`config.mk`:
```
export PLATFORM = sky130hd
export DESIGN_NAME = feature_epoch_scheduler
export DESIGN_NICKNAME = d
export VERILOG_FILES = /design/src/rtl/feature_epoch_scheduler.sv
export SDC_FILE = /design/constraint.sdc
export NUM_CORES = 2
export LEC_CHECK = 0
export CORE_AREA = 2 2 391 393
export DETAILED_ROUTE_END_ITERATION = 10
export DIE_AREA = 0 0 393 395
export SETUP_SLACK_MARGIN = 0.05
export SYNTH_ARGS = -nofsm -noshare
export SYNTH_HDL_FRONTEND = slang
export SYNTH_SLANG_ARGS = --single-unit
```
`constraint.sdc`:
```
create_clock -name clk -period 6 [get_ports clk]
set_clock_uncertainty 0.2 [all_clocks]
set_input_delay 0.6 -clock clk [delete_from_list [all_inputs] [get_ports clk]]
set_output_delay 0.6 -clock clk [all_outputs]
set_load 0.005 [all_outputs]
```
`src/rtl/feature_epoch_scheduler.sv`:
```
// Feature epoch scheduler: streams samples into a feature engine,
// waits for the engine result and serializes the feature words.
//
// Ports:
//   clk, rst        clock, synchronous active-low reset
//   en              run enable
//   s_data/s_valid  input sample stream, s_ready accept
//   fe_*            feature engine control, sample and result bus
//   out_*           serialized feature word stream
//   epoch_done      one-cycle pulse when an epoch's words are sent
//   epoch_cnt       completed epochs (wraps)
//   drop_cnt        rejected samples (saturates)
//   err_timeout     sticky engine timeout flag
module feature_epoch_scheduler #(
    parameter int EPOCH_LENGTH   = 256,
    parameter int NUM_FEATURES   = 27,
    parameter int TIMEOUT_CYCLES = 4096
) (
    input  logic                       clk,
    input  logic                       rst,
    input  logic                       en,
    input  logic [31:0]                s_data,
    input  logic                       s_valid,
    output logic                       s_ready,
    output logic                       fe_en,
    output logic                       fe_clear,
    output logic [31:0]                fe_data,
    output logic                       fe_in_valid,
    output logic                       fe_new_sample_flag,
    input  logic                       fe_valid,
    input  logic [NUM_FEATURES*32-1:0] fe_features,
    output logic [31:0]                out_data,
    output logic [4:0]                 out_index,
    output logic                       out_valid,
    input  logic                       out_ready,
    output logic                       out_last,
    output logic                       epoch_done,
    output logic [15:0]                epoch_cnt,
    output logic [15:0]                drop_cnt,
    output logic                       err_timeout
);

    localparam int CW = $clog2(EPOCH_LENGTH + 1);
    localparam int TW = $clog2(TIMEOUT_CYCLES + 1);
    localparam int FW = NUM_FEATURES * 32;

    localparam logic [CW-1:0] CNT_LAST = CW'(EPOCH_LENGTH - 1);
    localparam logic [TW-1:0] TMO_LAST = TW'(TIMEOUT_CYCLES - 1);
    localparam logic [4:0]    IDX_LAST = 5'(NUM_FEATURES - 1);

    typedef enum logic [1:0] {
        IDLE,
        STREAM,
        WAIT_FEAT,
        DRAIN
    } state_t;

    state_t        state;
    logic [CW-1:0] smp_cnt;
    logic [TW-1:0] tmo_cnt;
    logic [FW-1:0] feat;
    logic          accept;
    logic [4:0]    idx_nxt;

    assign accept  = s_valid & s_ready;
    assign idx_nxt = out_index + 5'd1;

    // The sample strobe and the new-sample flag are the same register.
    assign fe_new_sample_flag = fe_in_valid;

    always_ff @(posedge clk) begin
        if (!rst) begin
            state       <= IDLE;
            smp_cnt     <= '0;
            tmo_cnt     <= '0;
            feat        <= '0;
            s_ready     <= 1'b0;
            fe_en       <= 1'b0;
            fe_clear    <= 1'b0;
            fe_data     <= '0;
            fe_in_valid <= 1'b0;
            out_data    <= '0;
            out_index   <= '0;
            out_valid   <= 1'b0;
            out_last    <= 1'b0;
            epoch_done  <= 1'b0;
            epoch_cnt   <= '0;
            drop_cnt    <= '0;
            err_timeout <= 1'b0;
        end else begin
            fe_clear    <= 1'b0;
            epoch_done  <= 1'b0;
            fe_in_valid <= 1'b0;

            if (s_valid && !s_ready && drop_cnt != 16'hFFFF)
                drop_cnt <= drop_cnt + 16'd1;

            // Accepted samples are forwarded even in an aborting cycle.
            if (accept) begin
                fe_data     <= s_data;
                fe_in_valid <= 1'b1;
            end

            unique case (state)
                IDLE: begin
                    if (en) begin
                        fe_clear <= 1'b1;
                        smp_cnt  <= '0;
                        s_ready  <= 1'b1;
                        fe_en    <= 1'b1;
                        state    <= STREAM;
                    end
                end
                STREAM: begin
                    if (!en) begin
                        smp_cnt <= '0;
                        s_ready <= 1'b0;
                        fe_en   <= 1'b0;
                        state   <= IDLE;
                    end else if (accept) begin
                        if (smp_cnt == CNT_LAST) begin
                            smp_cnt <= '0;
                            tmo_cnt <= '0;
                            s_ready <= 1'b0;
                            state   <= WAIT_FEAT;
                        end else begin
                            smp_cnt <= smp_cnt + 1'b1;
                        end
                    end
                end
                WAIT_FEAT: begin
                    // A result arriving on the timeout cycle still wins.
                    if (fe_valid) begin
                        feat      <= fe_features;
                        out_index <= '0;
                        out_data  <= fe_features[31:0];
                        out_valid <= 1'b1;
                        out_last  <= (IDX_LAST == 5'd0);
                        state     <= DRAIN;
                    end else if (tmo_cnt == TMO_LAST) begin
                        err_timeout <= 1'b1;
                        fe_clear    <= 1'b1;
                        s_ready     <= en;
                        fe_en       <= en;
                        state       <= en ? STREAM : IDLE;
                    end else begin
                        tmo_cnt <= tmo_cnt + 1'b1;
                    end
                end
                DRAIN: begin
                    if (out_ready) begin
                        if (out_last) begin
                            out_valid  <= 1'b0;
                            out_last   <= 1'b0;
                            epoch_done <= 1'b1;
                            epoch_cnt  <= epoch_cnt + 16'd1;
                            // Next epoch starts with a clean engine.
                            fe_clear   <= en;
                            s_ready    <= en;
                            fe_en      <= en;
                            state      <= en ? STREAM : IDLE;
                        end else begin
                            out_index <= idx_nxt;
                            out_data  <= feat[{idx_nxt, 5'b0} +: 32];
                            out_last  <= (idx_nxt == IDX_LAST);
                        end
                    end
                end
                default: state <= IDLE;
            endcase
        end
    end

endmodule

```
==> results.md <==
* Synth top area share at 0.473
* Nets@finish at 6679
* PwrDens at between 200 and 300 nW/um^2
* CP Launch Point: out_index[0]
* Ys flop type: dfxtp_1
* Starting density of the core at 0.279
* GRT overflow at 0
* Worst hold path class: in2reg
* Slew @ Worst Pin at between 1 and 1.5 ns
* Crit Path Max Fanout at between 70 and 80
* P_leak at 19.4 nW
* DRC errors left at 0
* Status: completed
* Mapped cell area at 42200 um^2
* DR WL/cell at 26.4 um
* Cell taking the most area after synthesis: dfxtp_1
* Initial antenna violation count at 77
* Row count at about 140
* Synth async-reset ratio at 0
* Total negative setup slack at 0 ns
* Chip Height at 395 um
* WL final at approximately 210000 um
* Number of synthesized flops with an enable pin at 0
* Setup bufs post-CTS at 0
* CTS sink cnt at between 900 and 1000
* Most frequent cell after synthesis: nand2_1
* Area growth syn-to-layout at 37.1%
* Half-perimeter wire length after placement at 161000 um
* Post-route minimum period at 3.87 ns
* Most frequent cells after synthesis: 1862 x nand2_1, 997 x dfxtp_1, 942 x a21oi_1
* Reg2reg setup slack at approximately 2.1 ns
* Total power at 16.5 mW
* Antenna-violating nets left at 0
* 1st-iter DRT viols at about 3600
* Placed Cells incl. Taps at around 7700
* Ports at between 1000 and 1500
* Unrepaired setup endpoints after global routing: false
* Final setup viols at 0
* Worst hold start: fe_features[686]
* H-tree depth at 3
* Final Max Tran Viols at 0
* Fin. Hold Viols at 0
* R2r startpoint: out_index[0]
* Vias in the first global route at 38200
* Critical Path AT at between 4 and 5 ns
* Area of the die at 155000 um^2
* Register area share after synthesis at 0.473
* DRT Pass-1 Iters at 6
* Core footprint at 151000 um^2
* Port-buffer cells at 1011
* VDD IR-drop max at ~0.25 mV
* GRT Util Overall at 0.259
* Slew HR at 0.0690
* CTS max path bufs at 3
* Post-route insts no fill at 7914
* CTS tree: done
* Fmax at 258 MHz
* Cts hold-fix bufs at 0
* Routability cong. at between 0.9 and 1
* First-pass GRT wire length at 284000 um
* Max-cap violations at 0
* YS warnings at 0
* Worst setup EP type: flop
* Largest net degree at the start of global routing at around 270
* Final worst slack at ~2.1 ns
* Clock slew at reported path FFs at 0.07 ns
* Syn avg cell area at ~8.4 um^2
* Pre-CTS setup slack at 2.06 ns
* Number of cells produced by synthesis at 5003
* CTS buffer count at 116
* Seq cells post-synth at 997
* Synth unique cells at 61
* Via count at 39900
* Top post-synthesis cells by area: dfxtp_1 47%, nand2_1 17%, a21oi_1 11%
* Required time of the critical path at 6.44 ns
* Critical path type: reg2reg
* CP Launch Type: flop
* Core Util, Final at 0.383
* Syn_nets at between 5000 and 6000
* Clock Latency Late Sink at 0.75 ns
* Share of layout cells above drive strength 1 at 0.0885
* Root Buffer: clkbuf_16
* Die Width at between 300 and 400 um
* Cts repair resizes at 0
* Final period utilization at 0.645
* Vias per std cell at 5.04
-- report_power, final --
part           switching [mW]  internal (mW)  leakage [nW]
Clock                    3.02           4.51          1.98
Combinational            1.01          0.917          9.35
Sequential              0.197           6.87          8.06
-- critical path, stage by stage, from the launching register on --
cell and delay (ns):
dfxtp_4 0.40, buf_4 0.65, buf_4 0.82, mux4_2 0.66, mux2_2 0.34, nand3_1 0.11, o2111ai_1 0.20, o221a_1 0.28
-- path summary, 6_finish.rpt --
check	endpoint	cells after the start
max	out_data[25]	7
min	feat[686]	3
max reg2reg	out_data[25]	7
min reg2reg	tmo_cnt[12]	2
-- cells by family after synthesis --
| logic type | count (synthesis) | synth area share |
|---|---|---|
| and+or+nand+nor | 2079 | 0.191 |
| AOI/OAI and AO/OA | 1120 | 0.144 |
| adders and majority gates | 6 | 0.00178 |
| buffers and inverters | 433 | 0.0445 |
| xor gates and xnor gates | 41 | 0.00869 |
| DFF | 997 | 0.473 |
| muxes | 327 | 0.136 |
-- state kept, by name (all words and copies together), names as in the netlist, 2 cells and up --
name / cells
fe_data: 32
epoch_cnt: 16
drop_cnt: 16
tmo_cnt: 13
out_data: 32
smp_cnt: 9
out_index: 5
feat: 864
state: 2
-- routing by layer --
layer,wire (um),global-route usage,share of wire,vias to the layer above
met3,15900,0.0610,0.076,369
met1,85500,0.326,0.41,19400
li1,-,-,-,18500
met2,97200,0.420,0.47,1568
met4,9860,0.111,0.047,44
met5,272,0,0.0013,-
-- per-stage QoR --
stage          hold slack [ns]  area [um^2]
2_1_floorplan            0.210        42200
3_3_place_gp             0.225        53800
3_5_place_dp             0.236        53800
4_1_cts                  0.126        57800
5_1_grt                  0.162        57900
6_report                 0.186        57900
-- area by class of cell --
cell class                      instances  area (um^2)
Tap cell                             2030         2540
Fill cell                           15300        93300
Sequential cell                       997        20000
Inverter                               14         60.1
Timing Repair Buffer                 1069        10800
Antenna cell                           21         52.6
Clock inverter                         38          612
Clock buffer                          172         3430
Multi-Input combinational cell       3573        20500
-- layout by cell type (no fill, tap or decap), types with 56 or more instances in the layout --
cell	count
clkbuf_16	117
a21oi_1	942
nand2_1	1861
nand3_1	56
mux2_2	65
mux4_2	192
mux2i_1	69
nor2_1	84
dfxtp_1	995
clkdlybuf4s50_1	1010
No activity file was read; power rests on OpenSTA's default activity.
